--- src/rtl/riscv_pkg.sv ---
// Shared types and constants for the RV32 core front end.
// Latency: none, declarations only.
// Backpressure: none here; each user defines its own flow control.
package riscv_pkg;

    localparam int unsigned XLEN = 32;
    localparam logic [XLEN-1:0] RESET_PC_DEFAULT = 32'h0000_0000;
    localparam logic [XLEN-1:0] NOP_INSTR        = 32'h0000_0013;   // addi x0, x0, 0

    typedef logic [XLEN-1:0] instr_t;
    typedef logic [XLEN-1:0] addr_t;

    // One buffered fetch result: address and the word fetched from it
    typedef struct packed {
        addr_t  pc;
        instr_t instr;
    } fetch_entry_t;

    // Instruction fetches are always word aligned; low address bits are dropped
    function automatic addr_t word_align(input addr_t a);
        return {a[XLEN-1:2], 2'b00};
    endfunction

endpackage

--- src/rtl/fetch_fifo.sv ---
// Generic FIFO with synchronous flush and occupancy count; head is read combinationally.
// Latency: a push is visible at the head on the cycle after it is written.
// Backpressure: none internally; the caller must never push when full without popping.
module fetch_fifo #(
    parameter int unsigned DEPTH = 4,
    parameter int unsigned WIDTH = 64
) (
    input  logic                   clk,
    input  logic                   rst_n,
    input  logic                   push_i,
    input  logic [WIDTH-1:0]       push_dat_i,
    input  logic                   pop_i,
    input  logic                   flush_i,
    output logic [WIDTH-1:0]       head_dat_o,
    output logic [$clog2(DEPTH):0] count_o
);

    localparam int unsigned PW = $clog2(DEPTH);

    logic [WIDTH-1:0] mem_q [DEPTH];
    logic [PW-1:0]    wr_ptr_q, wr_ptr_d;
    logic [PW-1:0]    rd_ptr_q, rd_ptr_d;
    logic [PW:0]      count_q, count_d;
    logic             full;
    logic             do_pop;

    assign full       = (count_q == (PW+1)'(DEPTH));
    assign do_pop     = pop_i & (count_q != '0);
    assign head_dat_o = mem_q[rd_ptr_q];
    assign count_o    = count_q;

    // Pointer and occupancy update; flush discards everything including a same-cycle push
    always_comb begin
        wr_ptr_d = wr_ptr_q;
        rd_ptr_d = rd_ptr_q;
        count_d  = count_q;
        if (flush_i) begin
            wr_ptr_d = '0;
            rd_ptr_d = '0;
            count_d  = '0;
        end else begin
            if (push_i) begin
                wr_ptr_d = wr_ptr_q + PW'(1);
                count_d  = count_d + (PW+1)'(1);
            end
            if (do_pop) begin
                rd_ptr_d = rd_ptr_q + PW'(1);
                count_d  = count_d - (PW+1)'(1);
            end
        end
    end

    // Control state register
    always_ff @(posedge clk or negedge rst_n) begin
        if (!rst_n) begin
            wr_ptr_q <= '0;
            rd_ptr_q <= '0;
            count_q  <= '0;
        end else begin
            wr_ptr_q <= wr_ptr_d;
            rd_ptr_q <= rd_ptr_d;
            count_q  <= count_d;
        end
    end

    // Storage needs no reset: entries are only read while counted as valid
    always_ff @(posedge clk) begin
        if (push_i && !flush_i) begin
            mem_q[wr_ptr_q] <= push_dat_i;
        end
    end

    a_no_overflow: assert property (@(posedge clk) disable iff (!rst_n)
        !(push_i && full && !do_pop && !flush_i));

endmodule

--- src/rtl/instr_fetch.sv ---
// Fetch stage: PC register, imem request issue, in-order response buffer toward decode.
// Latency: response in cycle N is presented to decode in N+1; request-to-decode minimum 2 cycles.
// Backpressure: requests are credit limited so outstanding + buffered never exceeds DEPTH.
module instr_fetch
    import riscv_pkg::*;
#(
    parameter logic [XLEN-1:0] RESET_PC = RESET_PC_DEFAULT,
    parameter int unsigned     DEPTH    = 4
) (
    input  logic            clk,
    input  logic            rst_n,
    output logic            imem_req_valid,
    input  logic            imem_req_ready,
    output logic [XLEN-1:0] imem_req_addr,
    input  logic            imem_rsp_valid,
    input  logic [XLEN-1:0] imem_rsp_data,
    input  logic            redirect_valid,
    input  logic [XLEN-1:0] redirect_pc,
    output logic            instr_valid,
    input  logic            instr_ready,
    output logic [XLEN-1:0] instr,
    output logic [XLEN-1:0] instr_pc
);

    localparam int unsigned CW = $clog2(DEPTH) + 1;
    localparam logic [CW:0] DEPTH_C = (CW+1)'(DEPTH);

    logic          run_q, run_d;
    addr_t         pc_q, pc_d;
    logic [CW-1:0] out_q, out_d;      // accepted requests not yet answered (incl. to-be-dropped)
    logic [CW-1:0] drop_q, drop_d;    // oldest outstanding responses that belong to a stale stream

    logic          req_acc;
    logic          rsp_keep;
    logic          deq;
    logic [CW:0]   inflight;

    logic [CW-1:0] buf_count;
    fetch_entry_t  buf_head;
    fetch_entry_t  buf_push;
    logic [CW-1:0] pcq_count;
    addr_t         pcq_head;

    assign deq      = instr_valid & instr_ready;
    assign req_acc  = imem_req_valid & imem_req_ready;
    // A response in a redirect cycle is stale by definition, as is anything still owed a drop
    assign rsp_keep = imem_rsp_valid & (drop_q == '0) & ~redirect_valid;

    // Slots committed after this cycle's dequeue; a new request needs one free slot
    assign inflight       = {1'b0, out_q} + {1'b0, buf_count} - {{CW{1'b0}}, deq};
    assign imem_req_valid = run_q & ~redirect_valid & (inflight < DEPTH_C);
    assign imem_req_addr  = pc_q;

    assign buf_push    = '{pc: pcq_head, instr: imem_rsp_data};
    assign instr_valid = (buf_count != '0);
    assign instr       = instr_valid ? buf_head.instr : NOP_INSTR;
    assign instr_pc    = instr_valid ? buf_head.pc    : RESET_PC;

    // Next-state for PC, outstanding and drop counters; redirect overrides the normal update
    always_comb begin
        run_d  = 1'b1;
        pc_d   = pc_q;
        out_d  = out_q;
        drop_d = drop_q;
        if (req_acc) begin
            pc_d  = pc_q + 32'd4;
            out_d = out_d + CW'(1);
        end
        if (imem_rsp_valid) begin
            out_d = out_d - CW'(1);
            if (drop_q != '0) begin
                drop_d = drop_q - CW'(1);
            end
        end
        if (redirect_valid) begin
            pc_d   = word_align(redirect_pc);
            drop_d = out_d;
        end
    end

    // Fetch state registers
    always_ff @(posedge clk or negedge rst_n) begin
        if (!rst_n) begin
            run_q  <= 1'b0;
            pc_q   <= RESET_PC;
            out_q  <= '0;
            drop_q <= '0;
        end else begin
            run_q  <= run_d;
            pc_q   <= pc_d;
            out_q  <= out_d;
            drop_q <= drop_d;
        end
    end

    // Decoded-side buffer of {pc, instr}; cleared by redirect
    fetch_fifo #(.DEPTH(DEPTH), .WIDTH(2*XLEN)) u_instr_buf (
        .clk        (clk),
        .rst_n      (rst_n),
        .push_i     (rsp_keep),
        .push_dat_i (buf_push),
        .pop_i      (deq),
        .flush_i    (redirect_valid),
        .head_dat_o (buf_head),
        .count_o    (buf_count)
    );

    // Addresses of outstanding requests; kept across redirect so drops stay aligned
    fetch_fifo #(.DEPTH(DEPTH), .WIDTH(XLEN)) u_pc_queue (
        .clk        (clk),
        .rst_n      (rst_n),
        .push_i     (req_acc),
        .push_dat_i (pc_q),
        .pop_i      (imem_rsp_valid),
        .flush_i    (1'b0),
        .head_dat_o (pcq_head),
        .count_o    (pcq_count)
    );

    a_pcq_tracks_outstanding: assert property (@(posedge clk) disable iff (!rst_n)
        pcq_count == out_q);
    a_rsp_only_when_owed: assert property (@(posedge clk) disable iff (!rst_n)
        imem_rsp_valid |-> (out_q != '0));

endmodule

--- config.mk ---
export PLATFORM = sky130hd
export DESIGN_NAME = instr_fetch
export DESIGN_NICKNAME = d
export VERILOG_FILES = /design/src/rtl/riscv_pkg.sv /design/src/rtl/fetch_fifo.sv /design/src/rtl/instr_fetch.sv
export SDC_FILE = /design/constraint.sdc
export NUM_CORES = 1
export LEC_CHECK = 0
export ABC_CLOCK_PERIOD_IN_PS = 5110
export CAP_MARGIN = 20
export CORE_MARGIN = 10
export CORE_UTILIZATION = 50
export CTS_BUF_LIST = sky130_fd_sc_hd__clkbuf_2
export DETAILED_ROUTE_END_ITERATION = 12
export GPL_ROUTABILITY_DRIVEN = 0
export PLACE_DENSITY = 0.79
export SLEW_MARGIN = 10
export SYNTH_ARGS = -nofsm -noshare
export SYNTH_HDL_FRONTEND = slang
export SYNTH_SLANG_ARGS = --single-unit
export TNS_END_PERCENT = 20
--- constraint.sdc ---
create_clock -name clk -period 5.11 [get_ports clk]
set_input_delay 1.2775 -clock clk [delete_from_list [all_inputs] [get_ports clk]]
set_output_delay 1.2775 -clock clk [all_outputs]
set_load 0.02 [all_outputs]
==> impl_metrics.py, run 1 <==
metrics = {
    "worst_setup_path": {
        "cpPeakStageDelay_ns": 0.42,
        "worst_ep_arrival_time_ns": 3.51,
        "cp.required_ns": 3.83,
        "crit_chain": "inv_1, ha_1, nor2b_1, buf_4, clkinv_1, and2_1, ha_1, inv_1, ha_1, and3b_1, o41ai_1, and3_1, clkbuf_2",
        "end_kind": "output port",
        "critPathSlowestCell": "dfrtp_1",
        "worstSetupStartpointType": "flop",
        "r2r_cells": 19,
        "path_max_fanout": 5,
        "cpMostUsedCell": "ha_1",
        "crit_type": "reg2out",
    },
    "synth": {
        "synth_edf_count": 368,
        "synth-async-reset-ratio": 0.122,
        "synth.largest_area_cell": "edfxtp_1",
        "synth_cell_type_count": 62,
        "synth-main-ff-cell": "edfxtp_1",
        "yosysMostFrequentCell": "edfxtp_1",
        "yosys_warnings": 0,
        "synthCells": 920,
        "synth.cell_area_mm2": 0.0170,
        "ys_seq_elements": 419,
        "synth_area_leaders": "edfxtp_1, mux4_2, dfrtp_1, and2_1, ha_1",
        "avgSynthCellArea_um2": 18.5,
        "seq_area_frac_synth": 0.723,
        "synth_common_cells": "edfxtp_1, mux4_2, and2_1",
        "yosysTopAreaCellShare": 0.648,
    },
    "cells_and_area": {
        "fill_cells": 2477,
        "area_growth_syn_to_layout_pct": 18.9,
        "drive_gt1_frac": 0.246,
        "seq_area_mm2": 0.0123,
        "multi_input_area_mm2": 0.00440,
        "fin_nets": 1261,
        "post-route-util": 0.603,
        "fin_area_mm2": 0.0203,
    },
    "routing": {
        "via_per_inst": 5.47,
        "wl_met2_um": 17200,
        "met1_length_um": 14700,
        "num_vias": 9280,
        "wl_per_cell_um": 20.6,
        "highest_layer": "met4",
        "ant_nets": 0,
        "drt_iter0_drc": 481,
        "routed_wl_um": 35000,
        "met3WireLength_um": 2580,
        "drc_errors": 0,
        "first_pass_iters": 5,
    },
    "sta": {
        "max_freq_mhz": 209,
        "slew_viol_final": 0,
        "finalCritPeriodShare": 0.936,
        "holdWs_ns": 0.358,
        "timing.slew.headroom": 0.310,
        "fin_tns_setup_ns": 0,
        "fin_ws_ns": 0.326,
        "worst_pin_slew_ns": 1.03,
        "clock_skew_ns": 0.0880,
        "finalSetupViolations": 0,
        "finalHoldViolCount": 0,
        "layout_min_cycle_time_ns": 4.78,
    },
    "die": {
        "die_w_um": 205,
        "die_area_mm2": 0.0419,
        "pin_count": 168,
        "core_area_mm2": 0.0336,
        "die_h_um": 205,
        "row_count": 67,
        "start_util": 0.507,
    },
    "clock_tree": {
        "tritoncts": "yes",
        "clockBufferDepth": 3,
        "htree_levels": 3,
        "cts_sinks": 419,
        "clk_latency_ns": 0.96,
        "numCtsBuffers": 99,
        "cts.clk_slew.worst_paths_ns": 0.10,
        "cts_hold_buf": 0,
        "cts_root_buf": "clkbuf_2",
        "post_cts_buffers": 0,
    },
    "grt": {
        "antenna_found_initial": 2,
        "grt_overflow": 0,
        "grt_use_total": 0.168,
        "grt_pass1_vias": 9945,
        "grt_pass1_wl_um": 55200,
        "grt_max_degree": 62,
    },
    "status": {
        "status": "finished, final reports clean",
    },
    "placed_design": {
        "dp_hpwl_um": 22400,
        "place_area_mm2": 0.0194,
        "io_buffers": 161,
        "pre_cts_slack_ns": 0.164,
    },
    "run": {
        "drv_cap": 0,
    },
    "power_and_ir_drop": {
        "p_leak_nw": 6.91,
        "ir_drop_mv": 0.251,
        "power_density_mw_per_mm2": 469,
    },
    "min_path": {
        "hold_class": "in2async",
    },
}
worst paths after layout:
kind,startpoint,to,slack [ns]
max,u_instr_buf.count_o[0],imem_req_valid,0.33
min,rst_n,imem_req_addr[25],0.36
max reg2reg,u_instr_buf.count_o[0],drop_q[1],1.16
min reg2reg,u_pc_queue.wr_ptr_q[0],u_pc_queue.wr_ptr_q[0],0.56
max in group asynchronous,rst_n,u_instr_buf.rd_ptr_q[0],3.92
min in group clk,u_pc_queue.wr_ptr_q[0],u_pc_queue.wr_ptr_q[0],0.56
registers in the layout (all words and copies together), names as in the netlist:
signal and count:
u_instr_buf.rd_ptr_q 2, u_pc_queue.wr_ptr_q 2, u_pc_queue.count_o 3, drop_q 3
run_q 1, u_instr_buf.count_o 3, u_instr_buf.wr_ptr_q 2, u_pc_queue.mem_q 120
u_instr_buf.mem_q 248, imem_req_addr 30, u_pc_queue.rd_ptr_q 2, out_q 3
layout by cell type (no fill, tap or decap), drive strengths merged, types with 3 or more instances in the layout:
master,count
edfxtp,368
clkdlybuf4s50,158
clkbuf,143
mux4,92
and2,68
dfrtp,51
nand2,49
clkinv,31
buf,31
inv,29
ha,24
o21ai,20
xnor2,19
nor2,16
nand3,14
nor3,13
a21oi,11
diode,8
o211ai,8
xor2,8
a221o,7
mux2i,6
or2,6
a21o,6
nor4,6
nand4,5
o31a,5
conb,5
or4,5
a211oi,4
o311ai,3
clkinvlp,3
o21bai,3
stage by stage:
step                      instances  power (mW)
after detailed placement       1514        7.57
after floorplan                 923        6.32
after CTS                      1690        9.66
final                          1698        9.50
after global routing           1697        10.1
after global placement         1514        7.49
what timing repair did:
item,4_1_cts,5_1_grt
gates cloned,0,0
pin swaps,0,0
endpoints found under the setup margin,1,1
resized for setup,1,2
power by group:
part	leakage (nW)	internal, mW	switching (mW)	total, mW
Clock	0.671	0.807	1.26	2.07
Sequential	3.93	4.11	0.268	4.37
Combinational	2.30	1.49	1.57	3.06
Total	6.91	6.40	3.09	9.50
critical path, delay by kind of cell (launching register included):
family          cells  cell delay (ns)
simple gates        4             0.72
fa+ha+maj           3             0.55
buf+inv             5             0.62
compound gates      1             0.26
flops               1             0.42
metal layers:
| layer | GRT usage | vias to the layer above |
|---|---|---|
| met3 | 0.0480 | 50 |
| li1 | - | 4195 |
| met5 | 0 | - |
| met1 | 0.213 | 4711 |
| met4 | 0.0532 | 0 |
| met2 | 0.275 | 324 |
layout make-up:
class	count	area share
sequential	419	0.609
multi-input combinational	427	0.217
timing repair buffer	190	0.0957
clock buffer	142	0.0351
tap	448	0.0277
clock inverter	34	0.00920
inverter	30	0.00556
antenna	8	0.000988
kinds of logic (layout without fill, tap and decap cells):
kind of cell,count (synthesis),count (layout),synth area share
DFF,419,419,0.723
other,2,13,0.000441
xor gates and xnor gates,27,27,0.0143
AOI/OAI and AO/OA,78,78,0.0324
buffers and inverters,77,396,0.0197
and+or+nand+nor,193,193,0.0660
muxes,100,100,0.126
adders and majority gates,24,24,0.0176
Power figures use the tool's default switching activity.
==> run 2: changes to the inputs <==
CORE_MARGIN = not set   (was 10)
==> impl_metrics.py, run 2 (same netlist as run 1, synthesis figures left out) <==
metrics = {
    "status": {
        "status": "finished, final reports clean",
    },
    "worst_setup_path": {
        "worst_ep_arrival_time_ns": 3.62,
        "path_max_fanout": 5,
        "end_kind": "output port",
        "cp.required_ns": 3.83,
        "crit_type": "reg2out",
        "worstSetupStartpointType": "flop",
        "r2r_cells": 18,
    },
    "clock_tree": {
        "numCtsBuffers": 100,
        "clk_latency_ns": 0.93,
        "cts_sinks": 419,
        "htree_levels": 3,
        "clockBufferDepth": 3,
        "cts.clk_slew.worst_paths_ns": 0.11,
        "cts_root_buf": "clkbuf_2",
        "cts_hold_buf": 0,
        "tritoncts": "yes",
    },
    "placed_design": {
        "io_buffers": 161,
        "placed_cells_incl_taps": 1514,
        "dp_hpwl_um": 20300,
        "place_area_mm2": 0.0194,
        "pre_cts_slack_ns": 0.0835,
    },
    "sta": {
        "max_freq_mhz": 204,
        "finalSetupViolations": 0,
        "timing.slew.headroom": 0.456,
        "rsz0062_at_grt": "no",
        "clock_skew_ns": 0.0937,
        "slew_viol_final": 0,
        "finalCritPeriodShare": 0.958,
        "finalHoldViolCount": 0,
        "worst_pin_slew_ns": 0.815,
        "layout_min_cycle_time_ns": 4.89,
        "fin_ws_ns": 0.216,
        "fin_tns_setup_ns": 0,
    },
    "routing": {
        "ant_nets": 0,
        "drt_iter0_drc": 550,
        "first_pass_iters": 4,
        "via_per_inst": 5.44,
        "routed_wl_um": 32900,
        "drc_errors": 0,
        "num_vias": 9143,
        "wl_per_cell_um": 19.6,
    },
    "run": {
        "drv_cap": 0,
    },
    "power_and_ir_drop": {
        "p_leak_nw": 6.90,
        "power_density_mw_per_mm2": 468,
        "ir_drop_mv": 0.268,
        "fin_total_pwr_mw": 9.46,
    },
    "cells_and_area": {
        "top_register": "u_instr_buf.mem_q",
        "fill_cells": 2502,
        "largest_reg_flops": 248,
        "fin_area_mm2": 0.0202,
        "fin_nets": 1263,
        "area_growth_syn_to_layout_pct": 18.6,
        "layout_common_cells": "edfxtp_1, clkdlybuf4s50_1, clkbuf_2",
        "final_common_cell": "edfxtp_1",
        "final-instance-count-excl-fill": 1681,
        "drive_gt1_frac": 0.245,
    },
    "grt": {
        "grt_pass1_wl_um": 52500,
        "antenna_found_initial": 1,
        "grt_use_total": 0.195,
        "grt_overflow": 0,
        "grt_pass1_vias": 9752,
        "grt_max_degree": 62,
    },
    "die": {
        "start_util": 0.508,
        "row_count": 67,
        "die_w_um": 187,
        "core_area_mm2": 0.0335,
        "pin_count": 168,
        "die_area_mm2": 0.0348,
        "die_h_um": 187,
    },
    "min_path": {
        "hold_class": "in2async",
    },
}
[run 2: what timing repair did]
| item | CTS | global route |
|---|---|---|
| setup endpoints to repair | 1 | 1 |
| gates resized for setup | 1 | 1 |
| hold endpoints to repair | 0 | 0 |
| setup buffers | 0 | 1 |
[run 2: worst paths after layout]
check | endpoint | slack (ns) | start
worst max-delay path | imem_req_valid | 0.22 | u_instr_buf.count_o[1]
worst min-delay path | imem_req_addr[30] | 0.38 | rst_n
worst max register to register | drop_q[1] | 1.45 | u_instr_buf.count_o[1]
worst min register to register | u_pc_queue.wr_ptr_q[0] | 0.54 | u_pc_queue.wr_ptr_q[0]
max in group asynchronous | u_pc_queue.rd_ptr_q[0] | 3.91 | rst_n
min in group clk | u_pc_queue.wr_ptr_q[0] | 0.54 | u_pc_queue.wr_ptr_q[0]
[run 2: power breakdown]
part / internal (mW) / switching, mW
registers: 4.11 / 0.343
logic: 1.49 / 1.47
clock network: 0.814 / 1.24
total: 6.41 / 3.05
[run 2: cell type report]
class,count,area (um2),share of cell area
well taps,448,561,0.0277
multi-input cells,427,4410,0.218
diodes,1,2.50,0.000124
flip-flops and latches,419,12300,0.610
repair buffers,191,1950,0.0965
clock inverters,30,180,0.00891
clock buffers,135,676,0.0334
inverters,30,113,0.00557
[run 2: layer usage]
layer / vias to the layer above / routed length, um / GRT usage
li1: 4175 / - / -
met1: 4574 / 14000 / 0.264
met2: 356 / 16300 / 0.318
met3: 38 / 2130 / 0.0395
met4: 0 / 458 / 0.0643
met5: - / 0 / 0
[run 2: worst max-delay path: stages (launching register included)]
cell and delay, ns:
dfrtp_1 0.41, inv_1 0.12, ha_1 0.15, nor2b_1 0.12, buf_4 0.17, inv_2 0.04, and2_1 0.17, ha_1 0.18
inv_1 0.05, ha_1 0.21, and3b_1 0.23, o211ai_1 0.20, o41ai_1 0.10, and3_1 0.21, dlygate4sd2_1 0.32
[run 2: metrics by stage]
step / hold WS (ns) / util
after floorplan: 0.498 / -
final: 0.381 / 0.603
after detailed placement: 0.538 / 0.577
after CTS: 0.296 / 0.603
after global placement: 0.530 / 0.577
after global routing: 0.348 / 0.603
==> run 3: changes to the inputs <==
CAP_MARGIN = 25   (was 20)
SETUP_SLACK_MARGIN = 0.05   (was not set)
==> impl_metrics.py, run 3 (same netlist as run 1, synthesis figures left out) <==
metrics = {
    "status": {
        "status": "finished, final reports clean",
    },
    "cells_and_area": {
        "area_growth_syn_to_layout_pct": 18.6,
        "drive_gt1_frac": 0.247,
        "top_register": "u_instr_buf.mem_q",
        "final_common_cell": "edfxtp_1",
        "largest_reg_flops": 248,
        "fill_cells": 2504,
        "fin_nets": 1263,
        "layout_common_cells": "edfxtp_1, clkdlybuf4s50_1, clkbuf_2",
    },
    "worst_setup_path": {
        "critPathSlowestCell": "dfrtp_1",
        "r2r_slack_ns": 1.44,
        "r2r_cells": 18,
        "r2r-end": "drop_q[1]",
        "worst_ep_arrival_time_ns": 3.46,
        "cpMostUsedCell": "ha_1",
        "crit_type": "reg2out",
        "cpPeakStageDelay_ns": 0.43,
        "crit_chain": "inv_2, ha_1, nor2b_1, buf_4, inv_2, and2_1, ha_1, inv_1, ha_1, and3b_1, o211ai_1, o41ai_1, and3_1, clkbuf_2",
        "worstSetupStartpointType": "flop",
        "r2r_start": "u_instr_buf.count_o[0]",
        "path_max_fanout": 5,
        "cp.required_ns": 3.83,
        "end_kind": "output port",
    },
    "sta": {
        "finalHoldViolCount": 0,
        "rsz0062_at_grt": "no",
        "timing.slew.headroom": 0.453,
        "fin_tns_setup_ns": 0,
        "finalCritPeriodShare": 0.926,
        "layout_min_cycle_time_ns": 4.73,
        "clock_skew_ns": 0.0936,
        "worst_pin_slew_ns": 0.821,
        "slew_viol_final": 0,
        "max_freq_mhz": 211,
        "finalSetupViolations": 0,
    },
    "die": {
        "row_count": 67,
        "die_w_um": 187,
        "core_area_mm2": 0.0335,
        "die_h_um": 187,
        "die_area_mm2": 0.0348,
        "pin_count": 168,
        "start_util": 0.508,
    },
    "routing": {
        "via_per_inst": 5.45,
        "routed_wl_um": 32900,
        "drt_iter0_drc": 565,
        "drc_errors": 0,
        "num_vias": 9156,
        "ant_nets": 0,
        "first_pass_iters": 4,
        "wl_per_cell_um": 19.6,
    },
    "grt": {
        "grt_use_total": 0.195,
        "grt_pass1_vias": 9752,
        "grt_max_degree": 62,
        "grt_pass1_wl_um": 52500,
        "antenna_found_initial": 1,
        "grt_overflow": 0,
    },
    "placed_design": {
        "dp_hpwl_um": 20300,
        "io_buffers": 161,
    },
    "power_and_ir_drop": {
        "power_density_mw_per_mm2": 468,
        "p_leak_nw": 6.90,
        "ir_drop_mv": 0.265,
        "fin_total_pwr_mw": 9.46,
    },
    "run": {
        "drv_cap": 0,
    },
    "min_path": {
        "hold_class": "in2async",
    },
    "clock_tree": {
        "numCtsBuffers": 100,
        "clk_latency_ns": 0.93,
        "cts_sinks": 419,
        "cts_root_buf": "clkbuf_2",
        "clockBufferDepth": 3,
        "cts_hold_buf": 0,
        "htree_levels": 3,
        "tritoncts": "yes",
        "cts.clk_slew.worst_paths_ns": 0.11,
    },
}
[run 3: metrics by stage]
stage	instances	instance area [um2]	utilization	setup slack (ns)	hold WS [ns]
2_1_floorplan	923	17100	-	0.811	0.498
4_1_cts	1679	20200	0.603	0.0979	0.296
6_report	1681	20200	0.603	0.376	0.382
5_1_grt	1681	20200	0.603	0.145	0.348
3_3_place_gp	1514	19400	0.577	0.117	0.530
3_5_place_dp	1514	19400	0.577	0.0835	0.538
[run 3: power by group]
group | leakage [nW] | switching [mW] | internal (mW)
clock network | 0.654 | 1.24 | 0.814
registers | 3.93 | 0.344 | 4.11
logic | 2.31 | 1.47 | 1.49
[run 3: final cells by class]
cell class | count | area [um2] | share of cell area
Clock inverter | 30 | 180 | 0.00891
Antenna cell | 1 | 2.50 | 0.000124
Inverter | 30 | 113 | 0.00557
Clock buffer | 135 | 676 | 0.0334
Tap cell | 448 | 561 | 0.0277
Timing Repair Buffer | 191 | 1950 | 0.0963
Multi-Input combinational cell | 427 | 4410 | 0.218
Sequential cell | 419 | 12300 | 0.610
[run 3: what timing repair did]
item / 4_1_cts / 5_1_grt
setup buffers: 0 / 1
setup endpoints to repair: 1 / 1
pin swaps: 0 / 1
resized for setup: 2 / 3
[run 3: worst max path at each step]
| stage | start | to | slack, ns | cells after the start |
|---|---|---|---|---|
| finish | u_instr_buf.count_o[0] | imem_req_valid | 0.38 | 14 |
| global route | u_instr_buf.rd_ptr_q[0] | instr_pc[8] | 0.14 | 4 |
| CTS | u_instr_buf.count_o[0] | imem_req_valid | 0.1 | 14 |
| detailed placement | instr_ready | imem_req_valid | 0.08 | 9 |
| global placement | instr_ready | imem_req_valid | 0.12 | 9 |
| floorplan | imem_rsp_valid | u_instr_buf.mem_q[0][0] | 0.81 | 6 |
[run 3: worst max-delay path: cells and delay by family (launching register included)]
kind | cells | cell delay, ns
DFF | 1 | 0.43
buffers and inverters | 5 | 0.54
and+or+nand+nor | 4 | 0.73
adders and majority gates | 3 | 0.53
AOI/OAI and AO/OA | 2 | 0.32
[run 3: layer usage]
metal  routed length [um]  vias up  GRT usage
met5                    0        -          0
met4                  448        0     0.0643
met3                 2120       38     0.0395
met2                16300      358      0.318
met1                14100     4582      0.264
li1                     -     4178          -
